$ cat config.mk
export PLATFORM = sky130hd
export DESIGN_NAME = alu_seq_flat
export DESIGN_NICKNAME = d
export VERILOG_FILES = /design/src/rtl/alu_seq_if.sv /design/src/rtl/alu_seq.sv /design/src/flat_wrapper.sv
export SDC_FILE = /design/constraint.sdc
export NUM_CORES = 1
export LEC_CHECK = 0
export ABC_AREA = 1
export ABC_CLOCK_PERIOD_IN_PS = 1400
export BUFFER_PORTS_ARGS = -buffer_cell sky130_fd_sc_hd__buf_2
export CORE_ASPECT_RATIO = 2
export CORE_MARGIN = 3
export CORE_UTILIZATION = 45
export CTS_BUF_LIST = sky130_fd_sc_hd__clkbuf_2
export CTS_CLUSTER_DIAMETER = 30
export DETAILED_ROUTE_END_ITERATION = 16
export PLACE_DENSITY = 0.73
export SYNTH_ARGS = -nofsm -noshare
export SYNTH_HDL_FRONTEND = slang
export SYNTH_SLANG_ARGS = --single-unit
$ cat constraint.sdc
create_clock -name clk -period 1.4 [get_ports clk]
set_input_delay 0 -clock clk [delete_from_list [all_inputs] [get_ports clk]]
set_output_delay 0 -clock clk [all_outputs]
set_load 0.03 [all_outputs]
$ cat src/rtl/alu_seq_if.sv
// Request, result and ALU-drive signals of the execute-stage sequencer.
// The sequencer uses the slave modport. Its client and the ALU use the master modport.
interface alu_seq_if #(
    parameter int OP_WIDTH = 4
);
    logic                in_valid;
    logic                in_ready;
    logic [OP_WIDTH-1:0] in_op;
    logic [31:0]         in_a;
    logic [31:0]         in_b;
    logic                out_valid;
    logic                out_ready;
    logic [31:0]         out_result;
    logic                out_err;
    logic [OP_WIDTH-1:0] alu_aluop;
    logic [31:0]         alu_mux1;
    logic [31:0]         alu_mux2;
    logic [31:0]         alu_aluout;

    modport master (
        output in_valid, in_op, in_a, in_b, out_ready, alu_aluout,
        input  in_ready, out_valid, out_result, out_err,
               alu_aluop, alu_mux1, alu_mux2
    );

    modport slave (
        input  in_valid, in_op, in_a, in_b, out_ready, alu_aluout,
        output in_ready, out_valid, out_result, out_err,
               alu_aluop, alu_mux1, alu_mux2
    );
endinterface

$ cat src/rtl/alu_seq.sv
// Multi-cycle sequencer in front of the 32-bit ALU. It runs the ALU ops directly.
// It builds shifts one bit per cycle, because the ALU has no shifter.
module alu_seq #(
    parameter int OP_WIDTH = 4
) (
    input  logic      clk,
    input  logic      rst,
    alu_seq_if.slave  bus
);
    localparam logic [OP_WIDTH-1:0] OP_ADD   = OP_WIDTH'(0);
    localparam logic [OP_WIDTH-1:0] OP_SUB   = OP_WIDTH'(1);
    localparam logic [OP_WIDTH-1:0] OP_AND   = OP_WIDTH'(2);
    localparam logic [OP_WIDTH-1:0] OP_OR    = OP_WIDTH'(3);
    localparam logic [OP_WIDTH-1:0] OP_XOR   = OP_WIDTH'(4);
    localparam logic [OP_WIDTH-1:0] OP_SLL   = OP_WIDTH'(5);
    localparam logic [OP_WIDTH-1:0] OP_SRL   = OP_WIDTH'(6);
    localparam logic [OP_WIDTH-1:0] OP_SRA   = OP_WIDTH'(7);
    localparam logic [OP_WIDTH-1:0] OP_SLT   = OP_WIDTH'(8);
    localparam logic [OP_WIDTH-1:0] OP_SLTU  = OP_WIDTH'(9);
    localparam logic [OP_WIDTH-1:0] OP_FIRST_ILLEGAL = OP_WIDTH'(10);

    typedef enum logic [1:0] {
        IDLE  = 2'd0,
        EXEC  = 2'd1,
        SHIFT = 2'd2,
        DONE  = 2'd3
    } state_t;

    state_t              state_reg,  state_next;
    logic [OP_WIDTH-1:0] op_reg,     op_next;
    logic [31:0]         a_reg,      a_next;
    logic [31:0]         b_reg,      b_next;
    logic [4:0]          cnt_reg,    cnt_next;
    logic [31:0]         w_reg,      w_next;
    logic [31:0]         result_reg, result_next;
    logic                err_reg,    err_next;

    logic                in_ready_c;
    logic                out_valid_c;
    logic [OP_WIDTH-1:0] alu_op_c;
    logic [31:0]         alu_mux1_c;
    logic [31:0]         alu_mux2_c;

    logic                in_is_shift;
    logic                slt_bit;
    logic                sltu_bit;
    logic [31:0]         w_shr;

    // One-bit right shift of the working register. Only SRA copies the sign bit into bit 31.
    generate
        for (genvar gi = 0; gi < 31; gi++) begin : g_shr
            assign w_shr[gi] = w_reg[gi+1];
        end
    endgenerate
    assign w_shr[31] = (op_reg == OP_SRA) ? w_reg[31] : 1'b0;

    assign in_is_shift = (bus.in_op == OP_SLL) || (bus.in_op == OP_SRL) ||
                         (bus.in_op == OP_SRA);

    // When the operand signs differ, the sign of a - b can overflow.
    // In that case the operand signs decide the compare.
    assign slt_bit  = (a_reg[31] ^ b_reg[31]) ? a_reg[31] : bus.alu_aluout[31];
    assign sltu_bit = (a_reg[31] ^ b_reg[31]) ? b_reg[31] : bus.alu_aluout[31];

    always_ff @(posedge clk) begin
        if (rst) begin
            state_reg  <= IDLE;
            op_reg     <= '0;
            a_reg      <= '0;
            b_reg      <= '0;
            cnt_reg    <= '0;
            w_reg      <= '0;
            result_reg <= '0;
            err_reg    <= 1'b0;
        end else begin
            state_reg  <= state_next;
            op_reg     <= op_next;
            a_reg      <= a_next;
            b_reg      <= b_next;
            cnt_reg    <= cnt_next;
            w_reg      <= w_next;
            result_reg <= result_next;
            err_reg    <= err_next;
        end
    end

    always_comb begin
        state_next  = state_reg;
        op_next     = op_reg;
        a_next      = a_reg;
        b_next      = b_reg;
        cnt_next    = cnt_reg;
        w_next      = w_reg;
        result_next = result_reg;
        err_next    = err_reg;
        in_ready_c  = 1'b0;
        out_valid_c = 1'b0;
        alu_op_c    = OP_ADD;
        alu_mux1_c  = '0;
        alu_mux2_c  = '0;

        case (state_reg)
            IDLE: begin
                in_ready_c = 1'b1;
                if (bus.in_valid) begin
                    op_next    = bus.in_op;
                    a_next     = bus.in_a;
                    b_next     = bus.in_b;
                    cnt_next   = bus.in_b[4:0];
                    w_next     = bus.in_a;
                    err_next   = (bus.in_op >= OP_FIRST_ILLEGAL);
                    state_next = in_is_shift ? SHIFT : EXEC;
                end
            end

            EXEC: begin
                state_next = DONE;
                case (op_reg)
                    OP_ADD, OP_SUB, OP_AND, OP_OR, OP_XOR: begin
                        alu_op_c    = op_reg;
                        alu_mux1_c  = a_reg;
                        alu_mux2_c  = b_reg;
                        result_next = bus.alu_aluout;
                    end
                    OP_SLT: begin
                        alu_op_c    = OP_SUB;
                        alu_mux1_c  = a_reg;
                        alu_mux2_c  = b_reg;
                        result_next = {31'b0, slt_bit};
                    end
                    OP_SLTU: begin
                        alu_op_c    = OP_SUB;
                        alu_mux1_c  = a_reg;
                        alu_mux2_c  = b_reg;
                        result_next = {31'b0, sltu_bit};
                    end
                    default: begin
                        // An illegal opcode leaves the ALU idle at 0 + 0. Its result is zero.
                        result_next = '0;
                    end
                endcase
            end

            SHIFT: begin
                if (cnt_reg != 5'd0) begin
                    cnt_next = cnt_reg - 5'd1;
                    if (op_reg == OP_SLL) begin
                        // Shift left by one is w + w through the ALU adder.
                        alu_op_c   = OP_ADD;
                        alu_mux1_c = w_reg;
                        alu_mux2_c = w_reg;
                        w_next     = bus.alu_aluout;
                    end else begin
                        w_next = w_shr;
                    end
                end else begin
                    result_next = w_reg;
                    state_next  = DONE;
                end
            end

            DONE: begin
                out_valid_c = 1'b1;
                if (bus.out_ready) begin
                    state_next = IDLE;
                end
            end

            default: begin
                state_next = IDLE;
            end
        endcase
    end

    assign bus.in_ready   = in_ready_c;
    assign bus.out_valid  = out_valid_c;
    assign bus.out_result = result_reg;
    assign bus.out_err    = err_reg;
    assign bus.alu_aluop  = alu_op_c;
    assign bus.alu_mux1   = alu_mux1_c;
    assign bus.alu_mux2   = alu_mux2_c;
endmodule

$ cat src/flat_wrapper.sv
// flat-port wrapper written by rule: the top's interface ports become plain ports
module alu_seq_flat 
#(
    parameter int OP_WIDTH = 4
)
  (clk, rst, bus_in_valid, bus_in_op, bus_in_a, bus_in_b, bus_out_ready, bus_alu_aluout, bus_in_ready, bus_out_valid, bus_out_result, bus_out_err, bus_alu_aluop, bus_alu_mux1, bus_alu_mux2);
  alu_seq_if #(.OP_WIDTH(OP_WIDTH)) bus_i ();
  input  logic clk;
  input  logic rst;
  input wire logic [$bits(bus_i.in_valid)-1:0] bus_in_valid;
  input wire logic [$bits(bus_i.in_op)-1:0] bus_in_op;
  input wire logic [$bits(bus_i.in_a)-1:0] bus_in_a;
  input wire logic [$bits(bus_i.in_b)-1:0] bus_in_b;
  input wire logic [$bits(bus_i.out_ready)-1:0] bus_out_ready;
  input wire logic [$bits(bus_i.alu_aluout)-1:0] bus_alu_aluout;
  output wire logic [$bits(bus_i.in_ready)-1:0] bus_in_ready;
  output wire logic [$bits(bus_i.out_valid)-1:0] bus_out_valid;
  output wire logic [$bits(bus_i.out_result)-1:0] bus_out_result;
  output wire logic [$bits(bus_i.out_err)-1:0] bus_out_err;
  output wire logic [$bits(bus_i.alu_aluop)-1:0] bus_alu_aluop;
  output wire logic [$bits(bus_i.alu_mux1)-1:0] bus_alu_mux1;
  output wire logic [$bits(bus_i.alu_mux2)-1:0] bus_alu_mux2;
  assign bus_i.in_valid = bus_in_valid;
  assign bus_i.in_op = bus_in_op;
  assign bus_i.in_a = bus_in_a;
  assign bus_i.in_b = bus_in_b;
  assign bus_i.out_ready = bus_out_ready;
  assign bus_i.alu_aluout = bus_alu_aluout;
  assign bus_in_ready = bus_i.in_ready;
  assign bus_out_valid = bus_i.out_valid;
  assign bus_out_result = bus_i.out_result;
  assign bus_out_err = bus_i.out_err;
  assign bus_alu_aluop = bus_i.alu_aluop;
  assign bus_alu_mux1 = bus_i.alu_mux1;
  assign bus_alu_mux2 = bus_i.alu_mux2;
  alu_seq #(.OP_WIDTH(OP_WIDTH)) u_core (.clk(clk), .rst(rst), .bus(bus_i));
endmodule
==> flow_summary.json, run 1 <==
{
  "die_y_um": 187,
  "htreeDepth": 4,
  "grtUsageTotal_pct": 101,
  "synth_area_um2": 7360,
  "synth-seq-cells": 140,
  "synth_nets": 1267,
  "initial_core_util_pct": 46.2,
  "pin_count": 207,
  "cts-root-buf": "clkbuf_2",
  "rows": 65,
  "synth_cells": 1157,
  "synth_cell_type_count": 25,
  "cts_buffers": 17,
  "fp.dieW_um": 96.4,
  "cts_sinks": 140,
  "synthFlopType": "dfxtp_1",
  "placed_cell_area_um2": 10400,
  "worstEndpointGrtRepair": "bus_alu_mux2[3]",
  "async_flop_share_pct": 0,
  "grt_max_degree": 48,
  "yosys.area.top_type_share_pct": 38.1,
  "overflow": 2027,
  "synthTopCellsByArea": "dfxtp_1 (38%), nor2_1 (15%), o21ai_0 (12%)",
  "syn_area_per_cell_um2": 6.36,
  "yosys_warnings": 0,
  "endpoint_type": "output port",
  "clockBufferDepth": 2,
  "io_buffers": 205,
  "ys_seq_area_share_pct": 38.1,
  "synth-edff-count": 0,
  "place_ws_ns": -0.268,
  "hpwlAfterDp_um": 22100,
  "haltStage": "5_1_grt",
  "yosys.area.top_type": "dfxtp_1",
  "error_line": "[ERROR GRT-0232] Routing congestion too high. Check the congestion heatmap in the GUI.",
  "gp_congestion": 0.931,
  "outcome": "stopped before the end"
}
-- cells by family after synthesis --
| family | synth area share (%) |
|---|---|
| and+or+nand+nor | 32.3 |
| DFF | 38.1 |
| buffers and inverters | 9.26 |
| xor gates and xnor gates | 0.119 |
| other | 0.0509 |
| adders and majority gates | 1.02 |
| AOI/OAI and AO/OA | 19.1 |
-- per-layer routing --
metal | overflow | track usage (%)
met1 | 16 | 89.5
met2 | 1644 | 140
met3 | 12 | 65.2
met4 | 347 | 112
met5 | 8 | 18.2
-- through the flow --
stage / instances / TNS (ns) / hold WS (ns)
CTS: 1769 / -92.54 / 0.000578
detailed placement: 1582 / -24.21 / 0.257
global placement: 1582 / -19.52 / 0.246
floorplan: 1157 / -2.84 / 0.0691
-- timing repair --
action	4_1_cts
setup endpoints to repair	207
buffers inserted	29
endpoints found under the hold margin	140
pin swaps	47
gates cloned	17
hold buffers	109
gates resized for setup	337
-- synth_stat cells (all sizes together) (2+ instances only) --
| master | instances |
|---|---|
| ha | 6 |
| inv | 60 |
| nor2 | 293 |
| nand3 | 134 |
| dfxtp | 140 |
| nand4 | 2 |
| buf | 53 |
| clkbuf | 39 |
| nand2 | 145 |
| a21oi | 81 |
| o21ai | 199 |
==> run 2, diff against run 1 <==
==> config.mk (replaced) <==
export PLATFORM = sky130hd
export DESIGN_NAME = alu_seq_flat
export DESIGN_NICKNAME = d
export VERILOG_FILES = /design/src/rtl/alu_seq_if.sv /design/src/rtl/alu_seq.sv /design/src/flat_wrapper.sv
export SDC_FILE = /design/constraint.sdc
export NUM_CORES = 1
export LEC_CHECK = 0
export ABC_AREA = 1
export ABC_CLOCK_PERIOD_IN_PS = 1800
export BUFFER_PORTS_ARGS = -buffer_cell sky130_fd_sc_hd__buf_2
export CORE_MARGIN = 3
export CORE_UTILIZATION = 30
export DETAILED_ROUTE_END_ITERATION = 16
export PLACE_DENSITY_LB_ADDON = 0.15
export SYNTH_ARGS = -nofsm -noshare
export SYNTH_HDL_FRONTEND = slang
export SYNTH_SLANG_ARGS = --single-unit
==> constraint.sdc (replaced) <==
create_clock -name clk -period 1.8 [get_ports clk]
set_input_delay 0 -clock clk [delete_from_list [all_inputs] [get_ports clk]]
set_output_delay 0 -clock clk [all_outputs]
set_load 0.03 [all_outputs]
==> flow_summary.json, run 2 <==
{
  "outcome": "finished with violations",
  "violations": "setup timing",
  "total_power_mw": 21.2,
  "grt_max_degree": 64,
  "synth.most_common_cell": "nor2_1",
  "path_clk_slew_ns": 0.06,
  "place_ws_ns": -0.00323,
  "clockBufferDepth": 2,
  "area_growth_pct": 77.6,
  "p_leak_nw": 5.33,
  "clock_latency_ns": 0.42,
  "crit_path_top_delay_cell": "dfxtp_2",
  "initial_core_util_pct": 30.9,
  "drt-initial-drc-count": 564,
  "gp_congestion": 0.858,
  "pwr-share-seq_pct": 24.5,
  "grt_first_pass_wirelength_um": 47500,
  "power_frac_comb_pct": 58.9,
  "required_ns": 1.80,
  "cts_sinks": 140,
  "synth-edff-count": 0,
  "synthFlopType": "dfxtp_1",
  "hold_depth": 5,
  "netSwitchingPower_mw": 10.2,
  "startpoint_type": "flop",
  "syn_area_per_cell_um2": 6.36,
  "hpwlAfterDp_um": 20300,
  "firstDrtPassIters": 5,
  "worstReg2RegStart": "u_core.state_reg[0]$_SDFFE_PP0P_",
  "fp.dieW_um": 163,
  "cts-root-buf": "clkbuf_16",
  "layout-drive-gt1-share_pct": 34.2,
  "maxCapViolations": 0,
  "core_um2": 23800,
  "synth_cells": 1157,
  "r2r_end": "u_core.w_reg[27]$_SDFFE_PP0P_",
  "htreeDepth": 4,
  "clock_power_share_pct": 16.6,
  "overflow": 0,
  "grt_pass1_vias": 8261,
  "ff2ff_path_depth": 9,
  "swShare_pct": 48.0,
  "final_antenna_net_count": 0,
  "yosys.area.top_type_share_pct": 38.1,
  "setup_violations": 65,
  "cts_tree": "done",
  "final_max_slew_viol_count": 0,
  "wl_um": 32200,
  "hold_viol": 0,
  "period_needed_ns": 1.99,
  "max-vdd-ir-drop_uv": 1010,
  "die_y_um": 163,
  "max_stage_delay_ns": 0.34,
  "p_int_mw": 11.0,
  "skew_ns": 0.0117,
  "synth_common_cells": "nor2_1 (290), o21ai_0 (171), nand2_1 (141)",
  "wl_per_cell_um": 17.7,
  "critPathCaptureType": "primary output",
  "post-route-period-util_pct": 110,
  "hold_end": "u_core.bus.out_result[1]$_SDFFE_PP0P_",
  "final_nets": 1595,
  "synth_cell_type_count": 25,
  "rows": 56,
  "setup.worst_path.class": "reg2out",
  "hold_ws_ns": 0.0277,
  "rsz0062_at_grt": "yes",
  "async_flop_share_pct": 0,
  "grtUsageTotal_pct": 22.8,
  "antennaDiodeCount": 0,
  "io_buffers": 205,
  "synthTopCellsByArea": "dfxtp_1 (38%), nor2_1 (15%), o21ai_0 (12%)",
  "hp-class": "in2reg",
  "via_per_inst": 4.93,
  "crit_chain": "inv_2 -> ha_4 -> nand3_2 -> nand3_4 -> inv_8 -> buf_12 -> buf_12 -> nand3_4 -> a21oi_4 -> buf_6",
  "max_freq_ghz": 0.503,
  "synth-seq-cells": 140,
  "worst-path-max-fanout": 5,
  "cts_buffers": 17,
  "yosys_warnings": 0,
  "synth_area_um2": 7360,
  "power_density_nw_per_um2": 1620,
  "ys_seq_area_share_pct": 38.1,
  "via_count": 8953,
  "yosys.area.top_type": "dfxtp_1",
  "min-delay-start": "bus_alu_aluout[1]",
  "drc": 0,
  "setup_tns_ns": -8.63,
  "timing.final.ws_setup_ns": -0.189,
  "final_common_cell": "nor2_1",
  "rrSetupSlack_ns": -0.03,
  "startpoint": "u_core.cnt_reg[1]$_SDFFE_PP0P_",
  "antenna_found_initial": 0,
  "synth_nets": 1267,
  "die_area_um2": 26500,
  "cp.arrival_ns": 1.99,
  "pin_count": 207,
  "final_cell_mix": "nor2_1 (286), o21ai_0 (167), buf_2 (138)"
}
run 2: cell counts after synthesis:
Identical to the previous run, type by type.
run 2: worst max-delay path, delay by kind of cell, from the launching register on:
kind | cells | cell delay [ns]
DFF | 1 | 0.34
adders and majority gates | 1 | 0.16
AOI/OAI and AO/OA | 1 | 0.23
buffers and inverters | 5 | 0.55
and+or+nand+nor | 3 | 0.29
run 2: how the worst max path moves through the flow:
stage,end,slack [ns],cells past startpoint
global route,bus_alu_mux2[27],-0.27,11
detailed placement,bus_alu_mux2[18],-0.003,8
finish,bus_alu_mux2[15],-0.19,10
CTS,bus_alu_mux2[20],-0.27,10
floorplan,bus_alu_mux1[10],0.03,7
global placement,bus_alu_mux2[18],-0.11,8
run 2: kinds of logic (layout without fill, tap and decap cells):
family	after synthesis	in the layout	synth area share (%)
simple gates	576	577	32.3
compound gates	281	281	19.1
buf+inv	152	491	9.26
flops	140	140	38.1
fa+ha+maj	6	6	1.02
other cells	1	1	0.0509
xor+xnor	1	1	0.119
run 2: power groups by stage:
stage	logic [mW]	registers, mW	clock network, mW
after global placement	9.10	4.99	0
after floorplan	5.49	5.56	0
final	12.5	5.18	3.52
after detailed placement	9.15	5.00	0
after global routing	13.5	5.31	3.72
after CTS	11.3	5.02	3.59
run 2: layout make-up:
class / count / area, um^2
Sequential cell: 140 / 2820
Clock buffer: 18 / 429
Inverter: 60 / 249
Clock inverter: 13 / 143
Multi-Input combinational cell: 866 / 5170
Fill cell: 2285 / 10700
Timing Repair Buffer: 400 / 3870
Tap cell: 319 / 399
run 2: timing repair:
action,CTS,global route
setup buffers,22,16
hold endpoints to repair,131,0
hold buffers,98,0
pin swaps,48,51
gates cloned,10,6
gates resized for setup,281,164
setup endpoints to repair,67,116
run 2: metrics by stage:
| stage | utilization [%] | std cells | instance area (um^2) |
|---|---|---|---|
| detailed placement | 37.5 | 1638 | 8930 |
| CTS | 50.6 | 1798 | 12100 |
| global placement | 37.5 | 1638 | 8930 |
| finish | 54.9 | 1816 | 13100 |
| global route | 54.9 | 1816 | 13100 |
| floorplan | - | 1157 | 7360 |
run 2: routing by layer:
| metal | track usage (%) | vias up | wire [um] |
|---|---|---|---|
| met2 | 35.2 | 297 | 14500 |
| met3 | 3.59 | 34 | 1620 |
| met1 | 33.5 | 4159 | 15600 |
| met5 | 0 | - | 0 |
| li1 | - | 4463 | - |
| met4 | 5.38 | 0 | 471 |
Power figures use the tool's default switching activity.
==> run 3, diff against run 2 <==
--- a/config.mk
+++ b/config.mk
@@ -12,6 +12,7 @@
 export CORE_UTILIZATION = 30
 export DETAILED_ROUTE_END_ITERATION = 16
 export PLACE_DENSITY_LB_ADDON = 0.15
+export SETUP_SLACK_MARGIN = 0.4
 export SYNTH_ARGS = -nofsm -noshare
 export SYNTH_HDL_FRONTEND = slang
 export SYNTH_SLANG_ARGS = --single-unit
==> flow_summary.json, run 3 (synthesis results as in run 2) <==
{
  "outcome": "finished with violations",
  "violations": "hold timing, setup timing",
  "htreeDepth": 4,
  "area_growth_pct": 128,
  "max_freq_ghz": 0.498,
  "final_nets": 1665,
  "drc": 0,
  "hpwlAfterDp_um": 20300,
  "gp_congestion": 0.862,
  "io_buffers": 205,
  "final_cell_mix": "nor2_1 (183), buf_2 (136), dfxtp_1 (131)",
  "antenna_found_initial": 0,
  "rows": 56,
  "crit_path_top_delay_cell": "dfxtp_4",
  "setup.worst_path.class": "reg2out",
  "routed.top_layer": "met4",
  "grt_pass1_vias": 9693,
  "max-vdd-ir-drop_uv": 1130,
  "critPathCaptureType": "primary output",
  "maxCapViolations": 0,
  "grtUsageTotal_pct": 27.0,
  "cts_sinks": 140,
  "final_antenna_net_count": 0,
  "routed-wl-met2_um": 20800,
  "max_slew_margin_pct": 65.4,
  "firstDrtPassIters": 7,
  "die_y_um": 163,
  "hold_ws_ns": -0.0192,
  "drt-initial-drc-count": 614,
  "final_max_slew_viol_count": 0,
  "max_stage_delay_ns": 0.36,
  "critical-path-top-delay-family": "buffers and inverters",
  "clockBufferDepth": 2,
  "antennaDiodeCount": 0,
  "setup_violations": 110,
  "die_area_um2": 26500,
  "dr_wl_met3_um": 2670,
  "hp-class": "in2reg",
  "skew_ns": 0.0110,
  "cp.arrival_ns": 2.01,
  "cts_tree": "done",
  "wl_per_cell_um": 22.5,
  "via_count": 10112,
  "period_needed_ns": 2.01,
  "grt_max_degree": 73,
  "wl_um": 42400,
  "power_density_nw_per_um2": 1940,
  "overflow": 0,
  "fill_cells": 1724,
  "cts_buffers": 17,
  "clock_latency_ns": 0.44,
  "via_per_inst": 5.36,
  "tightest_slew_ns": 0.519,
  "required_ns": 1.80,
  "hold_viol": 2,
  "p_leak_nw": 6.56,
  "crit_chain": "nor2_4 -> nand2_2 -> nand2_4 -> inv_4 -> nand2_8 -> buf_12 -> buf_8 -> nand3_4 -> a21oi_4 -> buf_6",
  "cts-root-buf": "clkbuf_16",
  "initial_core_util_pct": 30.9,
  "grt_first_pass_wirelength_um": 55100,
  "timing.final.ws_setup_ns": -0.210,
  "worst-path-max-fanout": 6,
  "layout-drive-gt1-share_pct": 54.9,
  "startpoint_type": "flop",
  "post-route-period-util_pct": 112,
  "path_clk_slew_ns": 0.06,
  "total_power_mw": 32.7,
  "wl_met1_um": 16800,
  "setup_tns_ns": -11.10,
  "core_um2": 23800,
  "fp.dieW_um": 163,
  "rsz0062_at_grt": "yes",
  "pin_count": 207,
  "critPathBufInv": 4,
  "final_common_cell": "nor2_1"
}
-- run 3: changes by cell type in the layout (fill, tap and decap cells not counted), moves of 18 or more --
cell	delta
nor2_1	-103
o21ai_2	+81
a21oi_4	+27
nand3_1	-51
o21ai_0	-118
buf_16	+32
nor2_4	+83
nor2_2	+20
buf_12	+18
nand3_2	+19
nand3_4	+32
o21ai_1	+28
-- run 3: final timing paths --
kind	start	end	slack, ns	cells after the start
hold reg to reg	u_core.b_reg[20]$_SDFFE_PP0P_	u_core.b_reg[20]$_SDFFE_PP0P_	0.49	2
setup reg to reg	u_core.state_reg[1]$_SDFFE_PP0P_	u_core.w_reg[1]$_SDFFE_PP0P_	-0.18	12
setup / recovery	u_core.op_reg[0]$_SDFFE_PP0P_	bus_alu_mux2[14]	-0.21	10
hold / removal	bus_alu_aluout[14]	u_core.bus.out_result[14]$_SDFFE_PP0P_	-0.02	5
-- run 3: stage by stage --
step,util (%),instances,setup WS [ns],instance area (um^2)
3_5_place_dp,41.3,1624,-0.0870,9850
5_1_grt,70.6,1885,-0.249,16800
2_1_floorplan,-,1157,0.362,8430
4_1_cts,61.9,1834,-0.137,14800
6_report,70.6,1885,-0.210,16800
3_3_place_gp,41.3,1624,-0.0929,9850
-- run 3: report_power, final --
group,total (mW),leakage (nW),switching [mW],internal [mW]
sequential,5.57,1.16,1.29,4.28
clock,3.55,0.260,1.49,2.06
combinational,23.6,5.13,12.7,10.9
-- run 3: layer usage --
| layer | track usage (%) | vias up |
|---|---|---|
| li1 | - | 4635 |
| met1 | 32.9 | 4916 |
| met2 | 48.0 | 436 |
| met3 | 4.93 | 125 |
| met4 | 9.15 | 0 |
| met5 | 0 | - |
-- run 3: layout make-up --
cell class / instances / area [um^2] / area share, %
Clock inverter: 10 / 120 / 0.714
Timing Repair Buffer: 467 / 5550 / 33.0
Clock buffer: 20 / 447 / 2.66
Sequential cell: 140 / 2820 / 16.8
Multi-Input combinational cell: 867 / 7120 / 42.3
Timing Repair inverter: 2 / 27.5 / 0.164
Tap cell: 319 / 399 / 2.37
Inverter: 60 / 334 / 1.99
-- run 3: worst register-to-register path: stages, from the launching register on --
cell and delay [ns]:
dfxtp_2 0.36, buf_6 0.12, ha_4 0.19, buf_8 0.14, inv_8 0.04, buf_6 0.11, buf_12 0.15, buf_12 0.15
buf_16 0.15, nand2_1 0.07, o21ai_0 0.17, nor2_4 0.17, nor2_2 0.05
-- run 3: repair_timing --
| item | in CTS | in global routing |
|---|---|---|
| buffers inserted | 55 | 19 |
| gates cloned | 34 | 30 |
| gates resized for setup | 552 | 331 |
| setup endpoints to repair | 136 | 209 |
| hold endpoints to repair | 118 | 2 |
| hold buffers | 91 | 2 |
| pin swaps | 111 | 120 |
